### config.mk
export PLATFORM = sky130hd
export DESIGN_NAME = led_sequencer
export DESIGN_NICKNAME = d
export VERILOG_FILES = /design/src/rtl/led_sequencer.sv
export SDC_FILE = /design/constraint.sdc
export NUM_CORES = 1
export LEC_CHECK = 0
export CAP_MARGIN = 20
export CORE_ASPECT_RATIO = 1.5
export CORE_MARGIN = 5
export CORE_UTILIZATION = 55
export CTS_CLUSTER_DIAMETER = 50
export DETAILED_ROUTE_END_ITERATION = 12
export GPL_ROUTABILITY_DRIVEN = 0
export PLACE_DENSITY = 0.77
export SLEW_MARGIN = 10
export SYNTH_ARGS = -nofsm -noshare
export SYNTH_HDL_FRONTEND = slang
export SYNTH_SLANG_ARGS = --single-unit
### constraint.sdc
create_clock -name clock -period 3.12 [get_ports clock]
set_clock_uncertainty 0.1 [all_clocks]
set_input_delay 0.624 -clock clock [delete_from_list [all_inputs] [get_ports clock]]
set_output_delay 0.624 -clock clock [all_outputs]
set_load 0.02 [all_outputs]
### src/rtl/led_sequencer.sv
// led_sequencer: autonomous LED animation engine driving the LED bank's 12-bit LDI port.
// Latency: RUN emits the current pattern next cycle; steps emit every period+1 cycles.
// Optional bounce animation (mode 3) is compiled in when LED_SEQUENCER_BOUNCE_EN is defined.
module led_sequencer #(
  parameter int PERIOD_WIDTH = 16
) (
  input  logic        clock,
  input  logic        reset,
  input  logic [11:0] inst,
  input  logic        inst_en,
  output logic [11:0] out_inst,
  output logic        out_inst_en,
  output logic        running,
  output logic        error
);

  typedef enum logic [1:0] {
    ST_RESET,
    ST_IDLE,
    ST_RUNNING,
    ST_ERROR
  } state_t;

  localparam logic [3:0] OP_NOP = 4'h0;
  localparam logic [3:0] OP_STP = 4'h1;
  localparam logic [3:0] OP_RUN = 4'h2;
  localparam logic [3:0] OP_PRL = 4'h3;
  localparam logic [3:0] OP_PRH = 4'h4;
  localparam logic [3:0] OP_SED = 4'h5;
  localparam logic [3:0] OP_LDI = 4'h1;

  state_t                  state;
  logic [7:0]              pattern;
  logic [PERIOD_WIDTH-1:0] period;
  logic [PERIOD_WIDTH-1:0] counter;
  logic [1:0]              mode;
  logic [7:0]              step_pattern;
  logic                    mode_legal;

  logic [3:0] opcode;
  logic [7:0] imm;
  assign opcode = inst[11:8];
  assign imm    = inst[7:0];

`ifdef LED_SEQUENCER_BOUNCE_EN
  // Bounce direction: 0 = moving left, 1 = moving right.
  logic dir_right;
  logic step_dir_right;
  assign mode_legal = 1'b1;
`else
  assign mode_legal = (imm[1:0] != 2'd3);
`endif

  // Next pattern (and bounce direction) for one animation step in the current mode.
  always_comb begin
    step_pattern = pattern;
`ifdef LED_SEQUENCER_BOUNCE_EN
    step_dir_right = dir_right;
`endif
    case (mode)
      2'd0: step_pattern = {pattern[6:0], pattern[7]};
      2'd1: step_pattern = {pattern[0], pattern[7:1]};
      2'd2: step_pattern = ~pattern;
      2'd3: begin
`ifdef LED_SEQUENCER_BOUNCE_EN
        if (!dir_right) begin
          if (pattern[7]) begin
            step_dir_right = 1'b1;
            step_pattern   = pattern >> 1;
          end else begin
            step_pattern   = pattern << 1;
          end
        end else begin
          if (pattern[0]) begin
            step_dir_right = 1'b0;
            step_pattern   = pattern << 1;
          end else begin
            step_pattern   = pattern >> 1;
          end
        end
`else
        step_pattern = pattern;
`endif
      end
    endcase
  end

  // Control FSM: command decode, period countdown and registered LDI emission.
  always_ff @(posedge clock) begin
    if (reset) begin
      state       <= ST_RESET;
      out_inst    <= 12'h000;
      out_inst_en <= 1'b0;
      running     <= 1'b0;
      error       <= 1'b0;
      pattern     <= 8'h01;
      period      <= '1;
      mode        <= 2'd0;
      counter     <= '0;
`ifdef LED_SEQUENCER_BOUNCE_EN
      dir_right   <= 1'b0;
`endif
    end else begin
      out_inst_en <= 1'b0;
      case (state)
        ST_RESET: state <= ST_IDLE;
        ST_IDLE, ST_RUNNING: begin
          if (inst_en) begin
            // A command in the tick cycle suppresses the tick: counter holds at zero.
            if (state == ST_RUNNING && counter != '0)
              counter <= counter - PERIOD_WIDTH'(1);
            case (opcode)
              OP_NOP: ;
              OP_STP: begin
                if (state == ST_RUNNING) begin
                  state   <= ST_IDLE;
                  running <= 1'b0;
                end
              end
              OP_RUN: begin
                if (mode_legal) begin
                  state       <= ST_RUNNING;
                  running     <= 1'b1;
                  mode        <= imm[1:0];
                  counter     <= period;
                  out_inst    <= {OP_LDI, pattern};
                  out_inst_en <= 1'b1;
`ifdef LED_SEQUENCER_BOUNCE_EN
                  dir_right   <= 1'b0;
`endif
                end else begin
                  state   <= ST_ERROR;
                  running <= 1'b0;
                  error   <= 1'b1;
                end
              end
              OP_PRL: period <= (period & ~PERIOD_WIDTH'(8'hFF)) | PERIOD_WIDTH'(imm);
              OP_PRH: period <= (period & ~PERIOD_WIDTH'(16'hFF00)) | PERIOD_WIDTH'({imm, 8'h00});
              OP_SED: pattern <= imm;
              default: begin
                state   <= ST_ERROR;
                running <= 1'b0;
                error   <= 1'b1;
              end
            endcase
          end else if (state == ST_RUNNING) begin
            if (counter == '0) begin
              pattern     <= step_pattern;
              out_inst    <= {OP_LDI, step_pattern};
              out_inst_en <= 1'b1;
              counter     <= period;
`ifdef LED_SEQUENCER_BOUNCE_EN
              dir_right   <= step_dir_right;
`endif
            end else begin
              counter <= counter - PERIOD_WIDTH'(1);
            end
          end
        end
        default: ;
      endcase
    end
  end

endmodule

==> flow_summary.json, run 1 <==
{
  "status": "complete, no violations",
  "fp-row-count": 34,
  "ratio_of_cells_with_drive_above_1_in_the_final_layout_pct": 10.4,
  "worst_skew_pair_latency_ps": 310,
  "ys_seq_elements": 56,
  "netSwitchingFraction_pct": 47.0,
  "routed_wl_um": 8190,
  "ir_worst_vdd_uv": 480,
  "critPathLaunchType": "input pin",
  "final_util_pct": 63.4,
  "maximum_number_of_pins_on_one_net_before_global_route_repair": 35,
  "routed-via-count": 2896,
  "remaining_drc_errors": 0,
  "postSynthCellCount": 382,
  "met2_wirelength_um": 4230,
  "yosys.area_share.adder_pct": 1.94,
  "yosys_warnings": 0,
  "power.net_switching_uw": 1780,
  "wl_met1_um": 3350,
  "floorplan.die_area_um2": 7540,
  "drtIter0Drc": 255,
  "grt_pass1_wl_um": 13800,
  "criticalPathCategory": "input pin to flop",
  "numCtsBuffers": 5,
  "timing.max_cap.violations": 0,
  "internal-power_uw": 2010,
  "power.sequential.fraction_pct": 29.0,
  "top_level_ports": 30,
  "timing.final.max_slew_violations": 0,
  "drt-pass1-iter-count": 5,
  "post-dp-hpwl_um": 6070,
  "cts.hold.buffers_added": 0,
  "fmax_ghz": 0.370,
  "global_route.overflow_total": 0,
  "synth_compound_gate_area_share_pct": 22.8,
  "critPathRequiredTime_ps": 3230,
  "synth_xor_area_share_pct": 2.98,
  "cts_setup_buffers": 0,
  "clk_pin_slew_ps": 100,
  "power.static_leakage_uw": 0.00131,
  "cts-htree-levels": 2,
  "syn2layout_area_growth_pct": 12.7,
  "slowest_stage": "sky130_fd_sc_hd__clkdlybuf4s50_1",
  "power_density_nw_per_um2": 1040,
  "clock_power_share_pct": 10.7,
  "timing.critical_path.to_type": "flop",
  "final.setup.tns_ps": 0,
  "antenna_cells_inserted": 0,
  "post_drt_via_cell_ratio": 6.10,
  "slew_headroom_pct": 45.5,
  "routedWlPerCell_um": 17.2,
  "grt_setup_unrepaired": "false",
  "floorplan.initialDensity_pct": 56.3,
  "transition_time_at_the_pin_with_the_least_slew_margin_ps": 810,
  "muxShareOfSynthArea_pct": 11.5,
  "synth_sequential_area_ratio_pct": 34.7,
  "design_power_total_uw": 3780,
  "finalSetupViolations": 0,
  "gr-usage-all-layers_pct": 22.6,
  "layout.filler_cells": 522,
  "hold_path.class": "flop to flop",
  "combinational_family_with_the_most_area_after_synthesis": "compound AO/OA/AOI/OAI gates",
  "cts-root-buf": "sky130_fd_sc_hd__clkbuf_8",
  "timing.critical_path.arrival_ps": 2810,
  "layout_common_cells": "56 x sky130_fd_sc_hd__dfxtp_1, 43 x sky130_fd_sc_hd__nor2_1, 31 x sky130_fd_sc_hd__nand2_1, 28 x sky130_fd_sc_hd__a21oi_1, 27 x sky130_fd_sc_hd__mux2i_1",
  "postcts_resize_cnt": 0,
  "cp_max_stage_delay_ps": 520,
  "layout_commonest_cell": "sky130_fd_sc_hd__dfxtp_1",
  "syn_area_um2": 3230,
  "synth_edf_count": 0,
  "synthArstFlopShare_pct": 0,
  "period_minus_slack_ps": 2700,
  "crit_path_cell_trace": "clkdlybuf4s50_1 > nor4b_1 > nand3_1 > a21oi_1 > buf_4 > inv_1 > o221a_1",
  "avgSynthCellArea_um2": 8.46,
  "path_max_fanout": 17,
  "port_buffers": 26,
  "synthSimpleGateAreaFrac_pct": 19.3,
  "synthDistinctLibCells": 61,
  "topRoutingLayerUsed": "met4",
  "clock_sinks": 56,
  "route.antenna.remaining_nets": 0,
  "layout.nets": 422,
  "fp.dieH_um": 104,
  "share_of_the_cycle_needed_by_the_critical_path_after_routing_pct": 86.7,
  "initial_antenna_violation_count": 0,
  "met3_wirelength_um": 315,
  "synth_top_flop_cell": "sky130_fd_sc_hd__dfxtp_1",
  "tritoncts": "done",
  "timing.final.hold_violations": 0,
  "die_x_um": 72.6,
  "clk_path_buf_depth": 2,
  "comb_power_share_pct": 60.3,
  "core_region_area_um2": 5740,
  "vias_in_the_first_global_route": 2822
}
[through the flow]
step	hold slack (ps)	std cells	setup slack (ps)	area, µm²
finish	385	475	416	3640
detailed placement	359	467	105	3550
floorplan	332	384	840	3240
CTS	384	475	434	3640
global route	400	475	156	3640
global placement	348	467	181	3550
[sequential cells by signal, indices dropped and copies added, names as in the netlist]
name / count
counter: 16
period: 16
out_inst: 9
pattern: 8
mode: 2
state: 2
error: 1
out_inst_en: 1
running: 1
[layout make-up]
class | instances | area (µm²) | area share (%)
timing repair buffer | 41 | 373 | 10.2
sequential | 56 | 1120 | 30.8
clock buffer | 6 | 72.6 | 1.99
inverter | 18 | 67.6 | 1.86
tap | 72 | 90.1 | 2.47
multi-input combinational | 280 | 1900 | 52.3
clock inverter | 2 | 13.8 | 0.378
[layer usage]
| metal | GRT usage, % | vias to the layer above |
|---|---|---|
| li1 | - | 1431 |
| met1 | 26.1 | 1363 |
| met2 | 40.2 | 79 |
| met3 | 3.29 | 23 |
| met4 | 9.50 | 0 |
| met5 | 0 | - |
[power by group through the flow]
stage / Clock, µW / Combinational, µW / Sequential [µW]
2_1_floorplan: 0 / 1690 / 1070
3_3_place_gp: 0 / 2200 / 1100
3_5_place_dp: 0 / 2240 / 1110
4_1_cts: 413 / 2250 / 1090
5_1_grt: 440 / 2500 / 1120
6_report: 406 / 2280 / 1100
[critical path, delay by kind of cell]
kind | cells | cell delay [ps]
compound gates | 2 | 520
buf+inv | 3 | 840
simple gates | 2 | 830
[Yosys cell counts, types with 3 or more instances]
cell	n	area share (%)
sky130_fd_sc_hd__buf_4	3	0.70
sky130_fd_sc_hd__mux2i_1	27	8.4
sky130_fd_sc_hd__nand3_1	6	0.93
sky130_fd_sc_hd__mux2_2	9	3.1
sky130_fd_sc_hd__o21ai_1	3	0.46
sky130_fd_sc_hd__nor4b_1	3	0.81
sky130_fd_sc_hd__inv_1	17	2.0
sky130_fd_sc_hd__ha_1	5	1.9
sky130_fd_sc_hd__nor2_1	43	5.0
sky130_fd_sc_hd__dfxtp_1	56	35
sky130_fd_sc_hd__xnor2_1	11	3.0
sky130_fd_sc_hd__a21oi_1	28	4.3
sky130_fd_sc_hd__a32oi_1	5	1.4
sky130_fd_sc_hd__o2bb2ai_1	3	0.81
sky130_fd_sc_hd__nand4_1	4	0.77
sky130_fd_sc_hd__o31ai_1	4	0.93
sky130_fd_sc_hd__and2_1	3	0.58
sky130_fd_sc_hd__nor3_1	8	1.2
sky130_fd_sc_hd__a22oi_1	5	1.2
sky130_fd_sc_hd__clkbuf_1	18	2.1
sky130_fd_sc_hd__o21ai_0	8	1.2
sky130_fd_sc_hd__buf_2	7	1.1
sky130_fd_sc_hd__o32ai_1	4	1.1
sky130_fd_sc_hd__a211oi_1	15	3.5
sky130_fd_sc_hd__a221oi_1	4	1.1
sky130_fd_sc_hd__a31oi_1	5	0.97
sky130_fd_sc_hd__nand2_1	31	3.6
sky130_fd_sc_hd__nor4_1	6	1.2
[cell families after synthesis]
group,Yosys count
buffers and inverters,48
flip-flops,56
adder cells (fa/ha/maj),5
AND/OR/NAND/NOR,122
multiplexers,36
other,1
AO/OA/AOI/OAI,103
XOR/XNOR,11
[worst paths after layout]
kind | start | endpoint | slack, ps | depth (start not counted)
setup / recovery | inst[11] | counter[15] | 420 | 7
hold / removal | period[14] | counter[14] | 380 | 2
setup reg to reg | counter[0] | counter[14] | 470 | 7
hold reg to reg | period[14] | counter[14] | 380 | 2
Note: power is estimated with default switching activity, not from simulation.
==> run 2, diff against run 1 <==
--- a/config.mk
+++ b/config.mk
@@ -13,6 +13,7 @@
 export DETAILED_ROUTE_END_ITERATION = 12
 export GPL_ROUTABILITY_DRIVEN = 0
 export PLACE_DENSITY = 0.77
+export REMOVE_ABC_BUFFERS = 1
 export SLEW_MARGIN = 10
 export SYNTH_ARGS = -nofsm -noshare
 export SYNTH_HDL_FRONTEND = slang
==> run 2 against run 1 <==
Net effect:
- utilization is 0.76 points higher
- register-to-register slack worse by 40 ps
- global-route usage is 0.66 points lower
- sequential share of layout area is 0.37 points lower
- setup slack better by 18 ps
- critical path depth stayed put
- sequential cell count stayed put
- first-iteration DRC count is 12% lower
- worst hold slack worse by 12 ps
- critical endpoint is now counter[14]
- largest cell class unchanged
==> flow_summary.json, run 2 (synthesis results as in run 1) <==
{
  "timing.max_cap.violations": 0,
  "cts-htree-levels": 2,
  "grt_setup_unrepaired": "false",
  "status": "complete, no violations",
  "maximum_number_of_pins_on_one_net_before_global_route_repair": 35,
  "drt-pass1-iter-count": 4,
  "worst_skew_pair_latency_ps": 320,
  "fmax_ghz": 0.372,
  "initial_antenna_violation_count": 0,
  "slew_headroom_pct": 47.5,
  "clock_sinks": 56,
  "fp-row-count": 34,
  "fin_area_um2": 3680,
  "worstSetupStartpoint": "counter[0]",
  "clk_pin_slew_ps": 110,
  "top_level_ports": 30,
  "port_buffers": 26,
  "postcts_resize_cnt": 0,
  "global_route.overflow_total": 0,
  "path_max_fanout": 12,
  "timing.critical_path.to_type": "flop",
  "cts.hold.buffers_added": 0,
  "criticalPathCategory": "flop to flop",
  "layout.nets": 424,
  "netSwitchingFraction_pct": 45.6,
  "internal-power_uw": 2120,
  "die_x_um": 72.6,
  "timing.final.hold_violations": 0,
  "remaining_drc_errors": 0,
  "routed-via-count": 2922,
  "floorplan.die_area_um2": 7540,
  "numCtsBuffers": 5,
  "share_of_the_cycle_needed_by_the_critical_path_after_routing_pct": 86.1,
  "finalSetupViolations": 0,
  "routedWlPerCell_um": 16.8,
  "cell_area_reported_after_detailed_placement_um2": 3570,
  "drtIter0Drc": 225,
  "period_minus_slack_ps": 2690,
  "ir_worst_vdd_uv": 554,
  "cts-root-buf": "sky130_fd_sc_hd__clkbuf_8",
  "fp.dieH_um": 104,
  "cts_setup_buffers": 0,
  "gr-usage-all-layers_pct": 22.0,
  "power.net_switching_uw": 1780,
  "timing.rr.start": "counter[0]",
  "power_density_nw_per_um2": 1060,
  "clock_power_share_pct": 12.7,
  "transition_time_at_the_pin_with_the_least_slew_margin_ps": 782,
  "timing.final.max_slew_violations": 0,
  "ratio_of_cells_with_drive_above_1_in_the_final_layout_pct": 11.1,
  "final_util_pct": 64.2,
  "comb_power_share_pct": 59.5,
  "floorplan.initialDensity_pct": 56.3,
  "hold_slack_ps": 373,
  "vias_in_the_first_global_route": 2851,
  "non_filler_instance_count_after_layout": 477,
  "clk_path_buf_depth": 2,
  "dp_cells": 469,
  "grt_pass1_wl_um": 13500,
  "power.sequential.fraction_pct": 27.8,
  "min-delay-start": "period[9]",
  "syn2layout_area_growth_pct": 14.0,
  "post-dp-hpwl_um": 5970,
  "power.static_leakage_uw": 0.00134,
  "timing.critical_path.arrival_ps": 2810,
  "route.antenna.remaining_nets": 0,
  "hold_path.class": "flop to flop",
  "routed_wl_um": 8030,
  "reg.largest.list": "counter x16, period x16, out_inst x9",
  "core_region_area_um2": 5740,
  "final.setup.tns_ps": 0,
  "critPathLaunchType": "flop",
  "layout_common_cells": "56 x sky130_fd_sc_hd__dfxtp_1, 43 x sky130_fd_sc_hd__nor2_1, 31 x sky130_fd_sc_hd__nand2_1, 28 x sky130_fd_sc_hd__a21oi_1, 27 x sky130_fd_sc_hd__mux2i_1",
  "critPathRequiredTime_ps": 3250,
  "tritoncts": "done",
  "layout_commonest_cell": "sky130_fd_sc_hd__dfxtp_1",
  "antenna_cells_inserted": 0,
  "post_drt_via_cell_ratio": 6.13
}
## run 2: changes by cell type in the layout (fill, tap and decap cells not counted), sizes merged
cell    previous run  this run
buf               15        17
clkbuf             6         5
bufinv             0         1
## run 2: final timing paths
path                               endpoint  slack (ps)  cells past startpoint
worst max-delay path            counter[14]         430                      7
worst min-delay path             counter[9]         370                      1
worst max register to register  counter[14]         430                      7
worst min register to register   counter[9]         370                      1
## run 2: through the flow
stage / setup WS, ps / power [µW]
detailed placement: 173 / 3380
CTS: 464 / 3890
global placement: 211 / 3340
finish: 434 / 3900
floorplan: 376 / 2700
global route: 158 / 4190
## run 2: power groups by stage
| stage | clock, µW | sequential, µW | combinational [µW] |
|---|---|---|---|
| 6_report | 496 | 1090 | 2320 |
| 5_1_grt | 537 | 1120 | 2540 |
| 4_1_cts | 504 | 1080 | 2300 |
| 3_5_place_dp | 0 | 1100 | 2280 |
| 3_3_place_gp | 0 | 1090 | 2240 |
| 2_1_floorplan | 0 | 1110 | 1590 |
## run 2: layout make-up
class	count	area [µm²]
clock buffers	5	68.8
clock inverters	3	46.3
fillers	504	2060
inverters	18	67.6
multi-input cells	280	1900
flip-flops and latches	56	1120
well taps	72	90.1
repair buffers	43	388
## run 2: critical path, stage by stage (launching register included)
cell and delay, ps:
sky130_fd_sc_hd__dfxtp_1 350, sky130_fd_sc_hd__inv_1 140, sky130_fd_sc_hd__ha_1 190, sky130_fd_sc_hd__or3b_2 520, sky130_fd_sc_hd__o41a_1 420, sky130_fd_sc_hd__o21ai_2 510
sky130_fd_sc_hd__o31ai_1 170, sky130_fd_sc_hd__o31ai_1 210
## run 2: layer usage
| metal | part of all wire [%] | GRT usage, % | up-vias |
|---|---|---|---|
| met2 | 51 | 37.2 | 74 |
| met4 | 4.2 | 11.6 | 0 |
| met5 | 0 | 0 | - |
| met3 | 3.6 | 3.00 | 26 |
| li1 | - | - | 1441 |
| met1 | 41 | 26.2 | 1381 |
